`src/rtl/sr_count_sequencer_if.sv`:
```
// Bundle between counter-level control, the SR flip-flop bank and the sequencer.
// master: control logic plus bank (drives commands and q); slave: the sequencer.
interface sr_count_sequencer_if #(
  parameter int unsigned WIDTH = 4
);
  logic             start;
  logic             stop;
  logic             dir;
  logic             load_en;
  logic [WIDTH-1:0] load_val;
  logic [WIDTH-1:0] limit;
  logic [WIDTH-1:0] q;
  logic [WIDTH-1:0] s;
  logic [WIDTH-1:0] r;
  logic             busy;
  logic             tc;
  logic             done;

  modport master (
    output start, stop, dir, load_en, load_val, limit, q,
    input  s, r, busy, tc, done
  );

  modport slave (
    input  start, stop, dir, load_en, load_val, limit, q,
    output s, r, busy, tc, done
  );
endinterface

```
`src/rtl/sr_count_sequencer.sv`:
```
// Sequences a bank of WIDTH SR flip-flops as an up/down counter with
// parallel load, latched limit and terminal-count/done signalling.
// Optional feature macro: SR_SEQ_AUTORELOAD_EN (free-running reload at limit).
module sr_count_sequencer #(
  parameter int unsigned WIDTH = 4
) (
  input logic                  clk,
  input logic                  rst,
  sr_count_sequencer_if.slave  bus
);

  typedef enum logic [1:0] {
    IDLE = 2'd0,
    LOAD = 2'd1,
    RUN  = 2'd2,
    DONE = 2'd3
  } state_t;

  state_t           state;
  state_t           state_nxt;
  logic             dir_q;
  logic [WIDTH-1:0] load_val_q;
  logic [WIDTH-1:0] limit_q;
  logic [WIDTH-1:0] target;
  logic             drive;
  logic             tc_int;
  logic             done_int;
  logic             at_limit;

  assign at_limit = (bus.q == limit_q);

  // State register
  always_ff @(posedge clk) begin
    if (rst) state <= IDLE;
    else     state <= state_nxt;
  end

  // Run parameters captured when a run is accepted; ignored afterwards
  always_ff @(posedge clk) begin
    if (rst) begin
      dir_q      <= 1'b0;
      load_val_q <= '0;
      limit_q    <= '0;
    end else if (state == IDLE && bus.start && !bus.stop) begin
      dir_q      <= bus.dir;
      load_val_q <= bus.load_val;
      limit_q    <= bus.limit;
    end
  end

  // Next-state decode
  always_comb begin
    state_nxt = state;
    unique case (state)
      IDLE: if (bus.start && !bus.stop) state_nxt = bus.load_en ? LOAD : RUN;
      LOAD: state_nxt = bus.stop ? IDLE : RUN;
      RUN: begin
        if (bus.stop) begin
          state_nxt = IDLE;
        end else if (at_limit) begin
`ifdef SR_SEQ_AUTORELOAD_EN
          state_nxt = RUN;
`else
          state_nxt = DONE;
`endif
        end
      end
      DONE:    state_nxt = IDLE;
      default: state_nxt = IDLE;
    endcase
  end

  // Target value and status decode; drive=0 means every bit holds
  always_comb begin
    target   = '0;
    drive    = 1'b0;
    tc_int   = 1'b0;
    done_int = 1'b0;
    unique case (state)
      LOAD: begin
        if (!bus.stop) begin
          drive  = 1'b1;
          target = load_val_q;
        end
      end
      RUN: begin
        if (!bus.stop) begin
          if (at_limit) begin
            tc_int = 1'b1;
`ifdef SR_SEQ_AUTORELOAD_EN
            drive  = 1'b1;
            target = load_val_q;
`endif
          end else begin
            drive  = 1'b1;
            target = dir_q ? (bus.q + WIDTH'(1)) : (bus.q - WIDTH'(1));
          end
        end
      end
      DONE:    done_int = 1'b1;
      default: ;
    endcase
  end

  // Excitation: set bits rising toward target, reset bits falling; reset silences the bank
  always_comb begin
    bus.s    = '0;
    bus.r    = '0;
    bus.tc   = 1'b0;
    bus.done = 1'b0;
    bus.busy = (state != IDLE);
    if (!rst) begin
      if (drive) begin
        bus.s = target & ~bus.q;
        bus.r = ~target & bus.q;
      end
      bus.tc   = tc_int;
      bus.done = done_int;
    end
  end

endmodule
```
`src/flat_wrapper.sv`:
```
// flat-port wrapper written by rule: the top's interface ports become plain ports
module sr_count_sequencer_flat 
#(
  parameter int unsigned WIDTH = 4
)
  (clk, rst, bus_start, bus_stop, bus_dir, bus_load_en, bus_load_val, bus_limit, bus_q, bus_s, bus_r, bus_busy, bus_tc, bus_done);
  sr_count_sequencer_if #(.WIDTH(WIDTH)) bus_i ();
  input logic clk;
  input logic rst;
  input wire logic [$bits(bus_i.start)-1:0] bus_start;
  input wire logic [$bits(bus_i.stop)-1:0] bus_stop;
  input wire logic [$bits(bus_i.dir)-1:0] bus_dir;
  input wire logic [$bits(bus_i.load_en)-1:0] bus_load_en;
  input wire logic [$bits(bus_i.load_val)-1:0] bus_load_val;
  input wire logic [$bits(bus_i.limit)-1:0] bus_limit;
  input wire logic [$bits(bus_i.q)-1:0] bus_q;
  output wire logic [$bits(bus_i.s)-1:0] bus_s;
  output wire logic [$bits(bus_i.r)-1:0] bus_r;
  output wire logic [$bits(bus_i.busy)-1:0] bus_busy;
  output wire logic [$bits(bus_i.tc)-1:0] bus_tc;
  output wire logic [$bits(bus_i.done)-1:0] bus_done;
  assign bus_i.start = bus_start;
  assign bus_i.stop = bus_stop;
  assign bus_i.dir = bus_dir;
  assign bus_i.load_en = bus_load_en;
  assign bus_i.load_val = bus_load_val;
  assign bus_i.limit = bus_limit;
  assign bus_i.q = bus_q;
  assign bus_s = bus_i.s;
  assign bus_r = bus_i.r;
  assign bus_busy = bus_i.busy;
  assign bus_tc = bus_i.tc;
  assign bus_done = bus_i.done;
  sr_count_sequencer #(.WIDTH(WIDTH)) u_core (.clk(clk), .rst(rst), .bus(bus_i));
endmodule
```
`config.mk`:
```
export PLATFORM = sky130hd
export DESIGN_NAME = sr_count_sequencer_flat
export DESIGN_NICKNAME = d
export VERILOG_FILES = /design/src/rtl/sr_count_sequencer_if.sv /design/src/rtl/sr_count_sequencer.sv /design/src/flat_wrapper.sv
export SDC_FILE = /design/constraint.sdc
export NUM_CORES = 1
export LEC_CHECK = 0
export CORE_MARGIN = 4
export CORE_UTILIZATION = 44
export DETAILED_ROUTE_END_ITERATION = 16
export PLACE_DENSITY = 0.75
export SLEW_MARGIN = 10
export SYNTH_ARGS = -nofsm -noshare
export SYNTH_HDL_FRONTEND = slang
export SYNTH_SLANG_ARGS = --single-unit
```
`constraint.sdc`:
```
create_clock -name clk -period 2.5 [get_ports clk]
set_input_delay 0.625 -clock clk [delete_from_list [all_inputs] [get_ports clk]]
set_output_delay 0.625 -clock clk [all_outputs]
set_load 0.005 [all_outputs]
```
==> flow_summary.json, run 1 <==
{
  "dp_hpwl_mm": 1.84,
  "insertion_delay_ps": 300,
  "core-area_mm2": 0.00176,
  "r2r-end": "u_core.state[0]",
  "yosysUniqueCellTypes": 29,
  "first_pass_iters": 4,
  "wl_per_cell_um": 21.9,
  "antenna_found_initial": 0,
  "vias": 1048,
  "nFillCells": 87,
  "critPathRequiredTime_ps": 1880,
  "initial_utilization_pct": 47.7,
  "nets": 182,
  "finalCritPeriodShare_pct": 107,
  "startpoint": "u_core.state[1]",
  "grt_max_degree": 14,
  "r2r_slack_ps": 690,
  "synthAdderAreaFrac_pct": 12.8,
  "syn_nets": 119,
  "r2r-start": "u_core.limit_q[3]",
  "setup_tns_ps": -307,
  "ys_seq_elements": 11,
  "cts.sinks": 11,
  "skew_ps": 9.26,
  "setup_ws_ps": -165,
  "syn_area_per_cell_um2": 9.04,
  "cts_tree": "built",
  "arrival_ps": 2040,
  "cpPeakStageDelay_ps": 340,
  "min_to": "u_core.load_val_q[2]",
  "cts_max_path_buffers": 2,
  "synth_compound_area_share_pct": 15.8,
  "yosysTopAreaCell": "dfxtp_1",
  "end_kind": "output pin",
  "die_area_mm2": 0.00267,
  "crit_type": "flip-flop to output pin",
  "syn2layout_area_growth_pct": 86.5,
  "p_leak_nw": 0.716,
  "grt_pass1_vias": 977,
  "avgViaCountPerCell": 5.82,
  "cp_max_fo": 4,
  "htreeDepth": 1,
  "cts_buffers": 3,
  "path_cells": "inv_1 -> buf_4 -> ha_2 -> nor2b_4 -> nand2_1 -> nor3_1 -> a31o_2 -> clkdlybuf4s15_1",
  "ys_seq_area_share_pct": 26.2,
  "maxCapViolCount": 0,
  "worstMarginPinSlew_ps": 478,
  "globalplace.congestion": 0.855,
  "synth_xor_area_share_pct": 9.82,
  "relSlewSlack_pct": 67.3,
  "setup_violations": 5,
  "power_density_mw_per_mm2": 694,
  "ys_warn_count": 0,
  "drive_gt1_share_pct": 48.4,
  "grt.overflow.total": 0,
  "root_buffer": "clkbuf_4",
  "slowest_stage": "dfxtp_2",
  "antennaDiodeCount": 0,
  "port_buffers": 28,
  "syn_area_um2": 841,
  "synth-simple-area-share_pct": 20.5,
  "layout_common_cells": "28 x buf_4, 13 x clkdlybuf4s50_1, 12 x nor2_1",
  "synthMuxAreaShare_pct": 10.7,
  "dieWidth_um": 51.7,
  "std_cell_rows": 15,
  "reg2reg_depth": 6,
  "cts_hold_buffers": 0,
  "hold_depth": 2,
  "synth_area_leaders": "dfxtp_1 26%, mux2i_1 11%, ha_1 10%, xnor2_2 7.7%, nor3_1 6.0%",
  "failed_checks": "setup timing",
  "status": "finished, violations left",
  "hp-start": "u_core.load_val_q[2]",
  "clk_pin_slew_worst_paths_ps": 80,
  "die_y_um": 51.7,
  "final_hold_viol_count": 0,
  "final_cell_area_mm2": 0.00157,
  "final_common_cell": "buf_4",
  "grt_pass1_wl_mm": 4.61,
  "ant_nets": 0,
  "synth_cells": 93,
  "grt_usage_pct": 23.5,
  "yosys.area.top_type_share_pct": 26.2,
  "fmax_mhz": 375,
  "slew_violations": 0,
  "peakVddDrop_mv": 0.596,
  "hold_class": "flip-flop to flip-flop",
  "rsz0062_at_grt": "true",
  "num_io_pins": 29,
  "synth_top_family_by_area": "simple AND/OR/NAND/NOR gates",
  "placed_area_mm2": 0.00126,
  "drt_iter0_drc": 39,
  "period_needed_ps": 2660,
  "cp-start-kind": "flip-flop",
  "routed_wl_mm": 3.95,
  "route.detailed.drc": 0
}
routing by layer:
metal | up-vias | GRT usage [%] | part of all wire (%)
met5 | - | 0 | 0
met4 | 0 | 7.42 | 6.0
met3 | 23 | 3.44 | 7.0
met2 | 63 | 46.2 | 51
met1 | 509 | 25.3 | 36
li1 | 453 | - | -
final cells by class:
class / instances / area, um2 / area share, %
sequential: 11 / 223 / 14.2
inverter: 7 / 28.8 / 1.84
timing repair buffer: 60 / 510 / 32.6
multi-input combinational: 73 / 748 / 47.7
clock buffer: 4 / 26.3 / 1.68
tap: 25 / 31.3 / 2.00
worst max-delay path: cells and delay by family (launching register included):
| family | cells | cell delay (ps) |
|---|---|---|
| compound gates | 1 | 150 |
| fa+ha+maj | 1 | 210 |
| buf+inv | 3 | 450 |
| flops | 1 | 340 |
| simple gates | 3 | 600 |
timing repair:
item	CTS	global route
gates resized for setup	61	25
setup endpoints to repair	10	9
setup buffers	7	10
pin swaps	17	15
cloned	0	0
worst max path at each step:
stage	to	slack [ps]	cells past startpoint
2_1_floorplan	bus_r[2]	300	5
3_3_place_gp	bus_r[2]	-750	7
3_5_place_dp	bus_r[2]	-810	7
4_1_cts	bus_r[1]	5	8
5_1_grt	bus_s[3]	-280	8
6_report	bus_s[3]	-160	8
logic make-up (layout without fill, tap and decap cells):
logic type	after synthesis	after routing
and+or+nand+nor	35	35
AOI/OAI and AO/OA	15	15
DFF	11	11
muxes	9	9
buffers and inverters	9	71
adders and majority gates	8	8
xor gates and xnor gates	6	6
sequential cells by signal, summed over array words and instances (netlist names):
register,count
u_core.limit_q,4
u_core.load_val_q,4
u_core.dir_q,1
u_core.state,2
synth_stat cells:
cell type / instances
dfxtp_1: 11
nand4_1: 1
and3_1: 2
fa_1: 1
nand2b_1: 3
nand2_1: 2
xnor2_2: 4
a21o_1: 1
nor3_1: 10
a21oi_1: 5
a31o_2: 1
a22oi_1: 1
a2bb2oi_1: 1
ha_1: 7
o2111a_1: 1
inv_1: 7
or2b_1: 1
buf_2: 1
or2_2: 1
mux2i_1: 9
nor2b_1: 2
xnor2_1: 2
a41oi_2: 1
clkbuf_1: 1
a2111oi_0: 2
a41o_4: 1
and2_1: 1
a21oi_2: 1
nor2_1: 12
where the power goes:
group / internal, W / switching [W]
Combinational: 0.000367 / 0.000340
Sequential: 0.000208 / 0.0000362
Clock: 0.0000623 / 0.0000746
Total: 0.000637 / 0.000451
through the flow:
stage	util, %	instances	hold slack [ps]	power, W	setup slack [ps]
6_report	88.9	180	558	0.00109	-165
4_1_cts	80.4	170	547	0.000913	5.13
3_3_place_gp	71.2	159	491	0.000682	-749
3_5_place_dp	71.2	159	512	0.000699	-814
5_1_grt	88.9	180	618	0.00115	-278
2_1_floorplan	-	93	463	0.000505	301
Power figures use the tool's default switching activity.
==> run 2: changes to the inputs <==
--- a/config.mk
+++ b/config.mk
@@ -7,8 +7,10 @@
 export LEC_CHECK = 0
 export CORE_MARGIN = 4
 export CORE_UTILIZATION = 44
+export CTS_CLUSTER_DIAMETER = 40
 export DETAILED_ROUTE_END_ITERATION = 16
-export PLACE_DENSITY = 0.75
+export PLACE_DENSITY = 0.83
+export REMOVE_ABC_BUFFERS = 1
 export SLEW_MARGIN = 10
 export SYNTH_ARGS = -nofsm -noshare
 export SYNTH_HDL_FRONTEND = slang
==> run 2 against run 1 <==
  * Sequential cell count did not move
  * Critical endpoint is now bus_r[2]
  * The flow now finishes without violations
  * Sequential share of layout area rose by 0.90 points
  * Cell area is 6.0% lower
==> flow_summary.json, run 2 (synthesis results as in run 1) <==
{
  "period_needed_ps": 2490,
  "worstMarginPinSlew_ps": 529,
  "htreeDepth": 1,
  "crit_type": "input pin to output pin",
  "num_io_pins": 29,
  "cp-start-kind": "input pin",
  "skew_ps": 14.3,
  "grt.overflow.total": 0,
  "initial_utilization_pct": 47.7,
  "grt_pass1_wl_mm": 4.48,
  "placed_area_mm2": 0.00129,
  "drt_iter0_drc": 13,
  "grt_usage_pct": 23.1,
  "ff_latch_area_um2": 223,
  "arrival_ps": 1860,
  "core-area_mm2": 0.00176,
  "relSlewSlack_pct": 63.8,
  "crit_buf_inv": 4,
  "power_density_mw_per_mm2": 686,
  "die_y_um": 51.7,
  "port_buffers": 28,
  "path_cells": "buf_2 -> buf_6 -> xnor2_4 -> buf_6 -> a41oi_4 -> a22oi_2 -> and3_1 -> buf_2",
  "layout_common_cells": "18 x buf_4, 13 x clkdlybuf4s50_1, 11 x nor2_1",
  "critPathRequiredTime_ps": 1880,
  "nets": 172,
  "end_kind": "output pin",
  "drive_gt1_share_pct": 46.9,
  "nFillCells": 106,
  "avgViaCountPerCell": 5.34,
  "wl_per_cell_um": 17.4,
  "final_cell_area_mm2": 0.00147,
  "slew_violations": 0,
  "slowest_stage": "a22oi_2",
  "cts.sinks": 11,
  "finalCritPeriodShare_pct": 99.4,
  "vias": 907,
  "final_hold_viol_count": 0,
  "globalplace.congestion": 0.860,
  "syn2layout_area_growth_pct": 75.3,
  "antennaDiodeCount": 0,
  "setup_violations": 0,
  "cpPeakStageDelay_ps": 230,
  "final_common_cell": "buf_4",
  "hold_class": "flip-flop to flip-flop",
  "cts_max_path_buffers": 2,
  "power_w": 0.00101,
  "routed_wl_mm": 2.96,
  "antenna_found_initial": 0,
  "grt_max_degree": 14,
  "top_regs": "u_core.limit_q (4), u_core.load_val_q (4), u_core.state (2)",
  "cts_buffers": 3,
  "route.detailed.drc": 0,
  "maxCapViolCount": 0,
  "status": "complete, no violations",
  "grt_pass1_vias": 1005,
  "rsz0062_at_grt": "true",
  "ant_nets": 0,
  "multi_input_area_um2": 758,
  "cp_top_family": "buffers and inverters",
  "clk_pin_slew_worst_paths_ps": 80,
  "dieWidth_um": 51.7,
  "p_leak_nw": 0.672,
  "die_area_mm2": 0.00267,
  "cp_max_fo": 4,
  "cts_tree": "built",
  "std_cell_rows": 15,
  "dp_hpwl_mm": 1.98,
  "root_buffer": "clkbuf_4",
  "peakVddDrop_mv": 0.607,
  "fmax_mhz": 402,
  "insertion_delay_ps": 280,
  "first_pass_iters": 4
}
## run 2: changes by cell type in the layout (fill, tap and decap cells not counted), moves of 2 or more
cell,previous run,this run
buf_2,5,8
ha_1,3,5
ha_2,2,0
clkdlybuf4s15_1,2,0
buf_4,28,18
## run 2: through the flow
stage | hold slack (ps) | setup WS (ps) | std cells | util [%] | TNS, ps
6_report | 544 | 14.8 | 170 | 83.5 | 0
5_1_grt | 588 | -13.4 | 170 | 83.5 | -14.2
4_1_cts | 536 | 6.97 | 170 | 81.3 | 0
3_5_place_dp | 495 | -852 | 163 | 72.9 | -6600
3_3_place_gp | 487 | -736 | 163 | 72.9 | -5780
2_1_floorplan | 463 | 301 | 91 | - | 0
## run 2: layout make-up
type / instances / share of cell area [%]
repair buffers: 50 / 27.8
flip-flops and latches: 11 / 15.1
inverters: 7 / 1.78
clock buffers: 4 / 1.78
multi-input cells: 73 / 51.4
well taps: 25 / 2.12
## run 2: layer usage
metal	track usage (%)	part of all wire (%)	routed length, um	vias up
met4	12.7	2.7	79	0
met5	0	0	0	-
met2	42.8	52	1550	30
met1	23.2	39	1160	438
met3	6.02	5.8	171	8
li1	-	-	-	431
## run 2: worst paths after layout
check,startpoint,end,slack (ps),cells after the start
setup / recovery,bus_q[0],bus_r[2],10,8
hold / removal,u_core.load_val_q[2],u_core.load_val_q[2],540,2
setup reg to reg,u_core.limit_q[0],u_core.state[1],670,6
hold reg to reg,u_core.load_val_q[2],u_core.load_val_q[2],540,2
## run 2: what timing repair did
item	4_1_cts	5_1_grt
pin swaps	17	11
hold buffers	0	0
setup buffers	3	0
endpoints found under the setup margin	9	7
resized for setup	66	18
## run 2: power breakdown
group	leakage, nW	switching, W	internal (W)
sequential	0.0907	0.0000277	0.000208
combinational	0.567	0.000318	0.000330
clock	0.0150	0.0000654	0.0000618
total	0.672	0.000411	0.000600
## run 2: tightest hold or removal path, stage by stage, from the launching register on
cell	delay, ps
dfxtp_1	360
mux2i_1	80
nor2_1	70
